## src/rtl/parity_link_pkg.sv

```systemverilog
// Shared definitions for the 4-bit parity-protected serial link.
package parity_link_pkg;

    localparam int   LINK_DATA_W = 4;

    // Line levels for the frame delimiters and the idle line.
    localparam logic START_BIT   = 1'b0;
    localparam logic STOP_BIT    = 1'b1;
    localparam logic IDLE_LEVEL  = 1'b1;

    typedef enum logic [1:0] {
        IDLE,
        DATA,
        PARITY,
        STOP
    } rx_state_t;

endpackage

```

## src/rtl/parity_calc.sv

```systemverilog
// Link parity rule: p = ~(d0 ^ d1 ^ ... ^ dN). Both link ends use this block
// so the transmitter and receiver always agree on the parity.
module parity_calc #(
    parameter int DATA_W = 4
) (
    input  logic [DATA_W-1:0] i_data,
    output logic              o_parity
);

    assign o_parity = ~^i_data;

endmodule

```

## src/rtl/serial_parity_rx.sv

```systemverilog
// Serial frame receiver: start, DATA_W data bits (LSB first), parity, stop.
// Presents the word with parity/framing status and keeps a saturating
// count of bad frames.
module serial_parity_rx
    import parity_link_pkg::*;
#(
    parameter int DATA_W = LINK_DATA_W,
    parameter int CNT_W  = 8
) (
    input  logic              clk,
    input  logic              rst,
    input  logic              bit_valid,
    input  logic              serial_in,
    input  logic              clr_count,
    output logic [DATA_W-1:0] data_out,
    output logic              data_valid,
    output logic              parity_err,
    output logic              frame_err,
    output logic [CNT_W-1:0]  err_count,
    output logic              busy
);

    localparam int               IDX_W    = (DATA_W > 1) ? $clog2(DATA_W) : 1;
    localparam logic [IDX_W-1:0] LAST_IDX = IDX_W'(DATA_W - 1);

    rx_state_t         r_state;
    logic [IDX_W-1:0]  r_idx;
    logic [DATA_W-1:0] r_shift;
    logic              r_par;
    logic [DATA_W-1:0] r_data;
    logic              r_dvalid;
    logic              r_perr;
    logic              r_ferr;
    logic [CNT_W-1:0]  r_cnt;

    logic              w_par_calc;
    logic              w_done;
    logic              w_perr;
    logic              w_ferr;

    parity_calc #(.DATA_W(DATA_W)) u_parity (
        .i_data   (r_shift),
        .o_parity (w_par_calc)
    );

    // In STOP the shift register already holds the full word, so the
    // frame status can be resolved on the same strobe that samples the stop bit.
    assign w_done = bit_valid && (r_state == STOP);
    assign w_perr = (r_par != w_par_calc);
    assign w_ferr = (serial_in != STOP_BIT);

    // Frame FSM: walks start/data/parity/stop on strobed bits, registers results.
    always_ff @(posedge clk or posedge rst) begin
        if (rst) begin
            r_state  <= IDLE;
            r_idx    <= '0;
            r_shift  <= '0;
            r_par    <= 1'b0;
            r_data   <= '0;
            r_dvalid <= 1'b0;
            r_perr   <= 1'b0;
            r_ferr   <= 1'b0;
        end else begin
            r_dvalid <= 1'b0;
            if (bit_valid) begin
                case (r_state)
                    IDLE: begin
                        if (serial_in == START_BIT) begin
                            r_state <= DATA;
                            r_idx   <= '0;
                        end
                    end
                    DATA: begin
                        // LSB arrives first: shift right, new bit enters at the top.
                        r_shift <= (r_shift >> 1) | (DATA_W'(serial_in) << (DATA_W - 1));
                        if (r_idx == LAST_IDX) begin
                            r_state <= PARITY;
                        end else begin
                            r_idx <= r_idx + IDX_W'(1);
                        end
                    end
                    PARITY: begin
                        r_par   <= serial_in;
                        r_state <= STOP;
                    end
                    STOP: begin
                        r_data   <= r_shift;
                        r_perr   <= w_perr;
                        r_ferr   <= w_ferr;
                        r_dvalid <= 1'b1;
                        r_state  <= IDLE;
                    end
                    default: r_state <= IDLE;
                endcase
            end
        end
    end

    // Saturating bad-frame counter; a clear wins over a same-cycle increment.
    always_ff @(posedge clk or posedge rst) begin
        if (rst) begin
            r_cnt <= '0;
        end else if (clr_count) begin
            r_cnt <= '0;
        end else if (w_done && (w_perr || w_ferr) && (r_cnt != {CNT_W{1'b1}})) begin
            r_cnt <= r_cnt + CNT_W'(1);
        end
    end

    assign data_out   = r_data;
    assign data_valid = r_dvalid;
    assign parity_err = r_perr;
    assign frame_err  = r_ferr;
    assign err_count  = r_cnt;
    assign busy       = (r_state != IDLE);

endmodule

```

## config.mk

```make
export PLATFORM = sky130hd
export DESIGN_NAME = serial_parity_rx
export DESIGN_NICKNAME = d
export VERILOG_FILES = /design/src/rtl/parity_link_pkg.sv /design/src/rtl/parity_calc.sv /design/src/rtl/serial_parity_rx.sv
export SDC_FILE = /design/constraint.sdc
export NUM_CORES = 1
export LEC_CHECK = 0
export CAP_MARGIN = 20
export CORE_UTILIZATION = 45
export DETAILED_ROUTE_END_ITERATION = 7
export HOLD_SLACK_MARGIN = 0.08
export PLACE_DENSITY = 0.77
export SLEW_MARGIN = 0
export SYNTH_ARGS = -nofsm -noshare
export SYNTH_HDL_FRONTEND = slang
export SYNTH_SLANG_ARGS = --single-unit
```

## constraint.sdc

```tcl
create_clock -name clk -period 2.3 [get_ports clk]
set_input_delay 0.23 -clock clk [delete_from_list [all_inputs] [get_ports clk]]
set_output_delay 0.23 -clock clk [all_outputs]
set_load 0.1 [all_outputs]
```

==> reports/metrics.yaml <==
outcome:
  status: "completed"
cells_and_area:
  fin_nets: 148
  layout_commonest_cell: "dfrtp_1"
  num_antenna_cells: 0
  synthToLayoutAreaGrowth_pct: 19.60
  regArea_sq_um: 603.1
  multi_input_area_sq_um: 610.6
  fillerInstances: 220
  final_cell_mix: "22 x dfrtp_1, 18 x buf_4, 17 x mux2_2"
  drive_above_1_share_pct: 32.35
grt:
  grt_use_total_pct: 18.09
  met3_usage_pct: 3.611
  grt_first_pass_wirelength_microns: 3781
  busiest_layer: "met2"
  grt_max_degree: 17
  use_met2_pct: 26.31
  grt_use_met1_pct: 25.70
  overflow: 0
  grt_pass1_vias: 859
  antenna_found_initial: 0
timing:
  fin_crit_sh_pct: 85.78
  rsz0062_at_grt: "no"
  clock_skew_ps: 4.342
  setup_violations: 0
  setup-tns-final_ps: 0
  slew_headroom_pct: 58.20
  period_minus_slack_ps: 1973
  slew_violations: 0
  finalHoldViolations: 0
  fmax_mhz: 506.8
  worst_slew_pin_slew_ps: 620.5
synth:
  async_flop_share_pct: 100.0
  ys_seq_area_share_pct: 48.24
  synthCells: 112
  yosys.area.top_type_share_pct: 48.24
  post_synth_num_cell_types: 25
  synth_top_flop_cell: "dfrtp_1"
  synth-edff-count: 0
  yosys_warnings: 0
  netlist_area_sq_mm: 0.001245
  syn_nets: 123
  synth-seq-cells: 24
  synth_area_leaders: "dfrtp_1 48%, mux2_2 15%, ha_1 6.0%, nor2b_1 3.5%, nand2_1 3.0%"
  yosysTopAreaCell: "dfrtp_1"
  synth_area_per_cell_sq_um: 11.12
drt:
  drtAntennaViolNets: 0
  post-route-drc-count: 0
  route.vias.total: 887
  firstDrtPassIters: 5
  wl_per_cell_microns: 13.41
  routed_wl_microns: 2226
  avgViaCountPerCell: 5.343
  drt_iter0_markers: 19
worst_setup_path:
  end_kind: "flop"
  critical_path_arrival_ps: 2190
  required_ps: 2520
  start_kind: "flop"
  r2r_slack_ps: 330
  r2r_start: "r_shift[0]$_DFFE_PP0P_"
  r2r_cells: 4
  cp_max_fo: 8
  r2r_end: "err_count[6]$_DFFE_PP0P_"
  worstSetupPathType: "flop to flop"
worst_hold_path:
  hold_path_class: "input port to asynchronous set/reset pin"
die:
  die_x_microns: 54.60
  ios: 21
  initial_core_util_pct: 48.92
  core_area_sq_mm: 0.002545
  die_h_microns: 54.60
  rows: 18
  fp.dieArea_sq_mm: 0.002981
clocking:
  holdBufCountCts: 0
  clk_pin_slew_ps: 130
  cts_made_buffers: 3
  cts_tree: "yes"
  cts_resized: 0
  insertion_delay_ps: 310
  clockBufferDepth: 2
  cts_sinks: 24
  cts_setup_buffers: 0
  ctsRootBufferMaster: "clkbuf_4"
  h-tree-depth: 1
run:
  drv_cap: 0
place:
  port_buffers: 20
  dpl.hpwl_microns: 1647
  routabilityCongestion: 0.7896
-- layer usage --
metal  wire length, microns  part of all wire [%]  vias to the layer above
li1                       -                     -                      437
met1                   1085                    49                      425
met2                   1023                    46                       19
met3                     86                   3.9                        6
met4                     30                   1.3                        0
met5                      0                     0                        -
-- worst max path at each step --
stage | from | endpoint | slack, ps | cells past startpoint
5_1_grt | r_state[1]$_DFFE_PP0P_ | err_count[7]$_DFFE_PP0P_ | 140 | 6
3_3_place_gp | bit_valid | err_count[0]$_DFFE_PP0P_ | 190 | 6
4_1_cts | r_shift[0]$_DFFE_PP0P_ | err_count[6]$_DFFE_PP0P_ | 330 | 4
6_report | r_shift[0]$_DFFE_PP0P_ | err_count[6]$_DFFE_PP0P_ | 330 | 4
3_5_place_dp | bit_valid | err_count[7]$_DFFE_PP0P_ | 100 | 6
2_1_floorplan | err_count[3]$_DFFE_PP0P_ | err_count[0]$_DFFE_PP0P_ | 60 | 4
-- final cells by class --
| cell class | instances | share of cell area, % |
|---|---|---|
| clock buffers | 4 | 2.437 |
| inverters | 7 | 1.765 |
| multi-input cells | 79 | 41.01 |
| flip-flops and latches | 24 | 40.50 |
| well taps | 30 | 2.521 |
| repair buffers | 22 | 11.76 |
-- per-stage QoR --
| step | hold WS, ps | cells | instance area (sq um) | setup WS, ps | utilization, % |
|---|---|---|---|---|---|
| 2_1_floorplan | 244.5 | 112 | 1247 | 57.71 | - |
| 3_3_place_gp | 498.0 | 162 | 1453 | 185.2 | 57.08 |
| 3_5_place_dp | 477.7 | 162 | 1453 | 95.92 | 57.08 |
| 4_1_cts | 167.6 | 166 | 1489 | 327.6 | 58.51 |
| 5_1_grt | 201.3 | 166 | 1489 | 142.9 | 58.51 |
| 6_report | 160.8 | 166 | 1489 | 326.9 | 58.51 |
-- state kept, by name (all words and copies together) (netlist names) --
signal      cells
data_out        4
r_par           1
r_shift         4
parity_err      1
r_state         2
r_idx           2
data_valid      1
err_count       8
frame_err       1
-- Yosys cell counts, types with 2 or more instances --
cell type  instances
a21oi_1            4
inv_1              7
nor2_1             7
nand3_1            2
dfrtp_1           24
nor2b_1            7
and3_1             2
ha_1               6
nand2b_1           2
a211oi_1           4
mux2_2            17
nand2_1           10
o21ai_0            7
clkbuf_1           2
-- worst max-delay path, stage by stage, from the launching register on --
cell and delay [ps]:
dfrtp_1 400, xnor3_2 450, xnor2_2 230, a2111oi_2 420, mux2_2 370
-- logic make-up (layout without fill, tap and decap cells) --
logic type / after synthesis / count (layout) / synth area share [%]
and+or+nand+nor: 33 / 33 / 12.97
adders and majority gates: 6 / 6 / 6.030
muxes: 18 / 18 / 16.18
AOI/OAI and AO/OA: 19 / 19 / 9.950
DFF: 24 / 24 / 48.24
buffers and inverters: 9 / 33 / 2.714
xor gates and xnor gates: 3 / 3 / 3.920
Power is left out: the tool's default activity adds up to more than one toggle a clock period on the data nets, which glitch-free logic cannot reach.
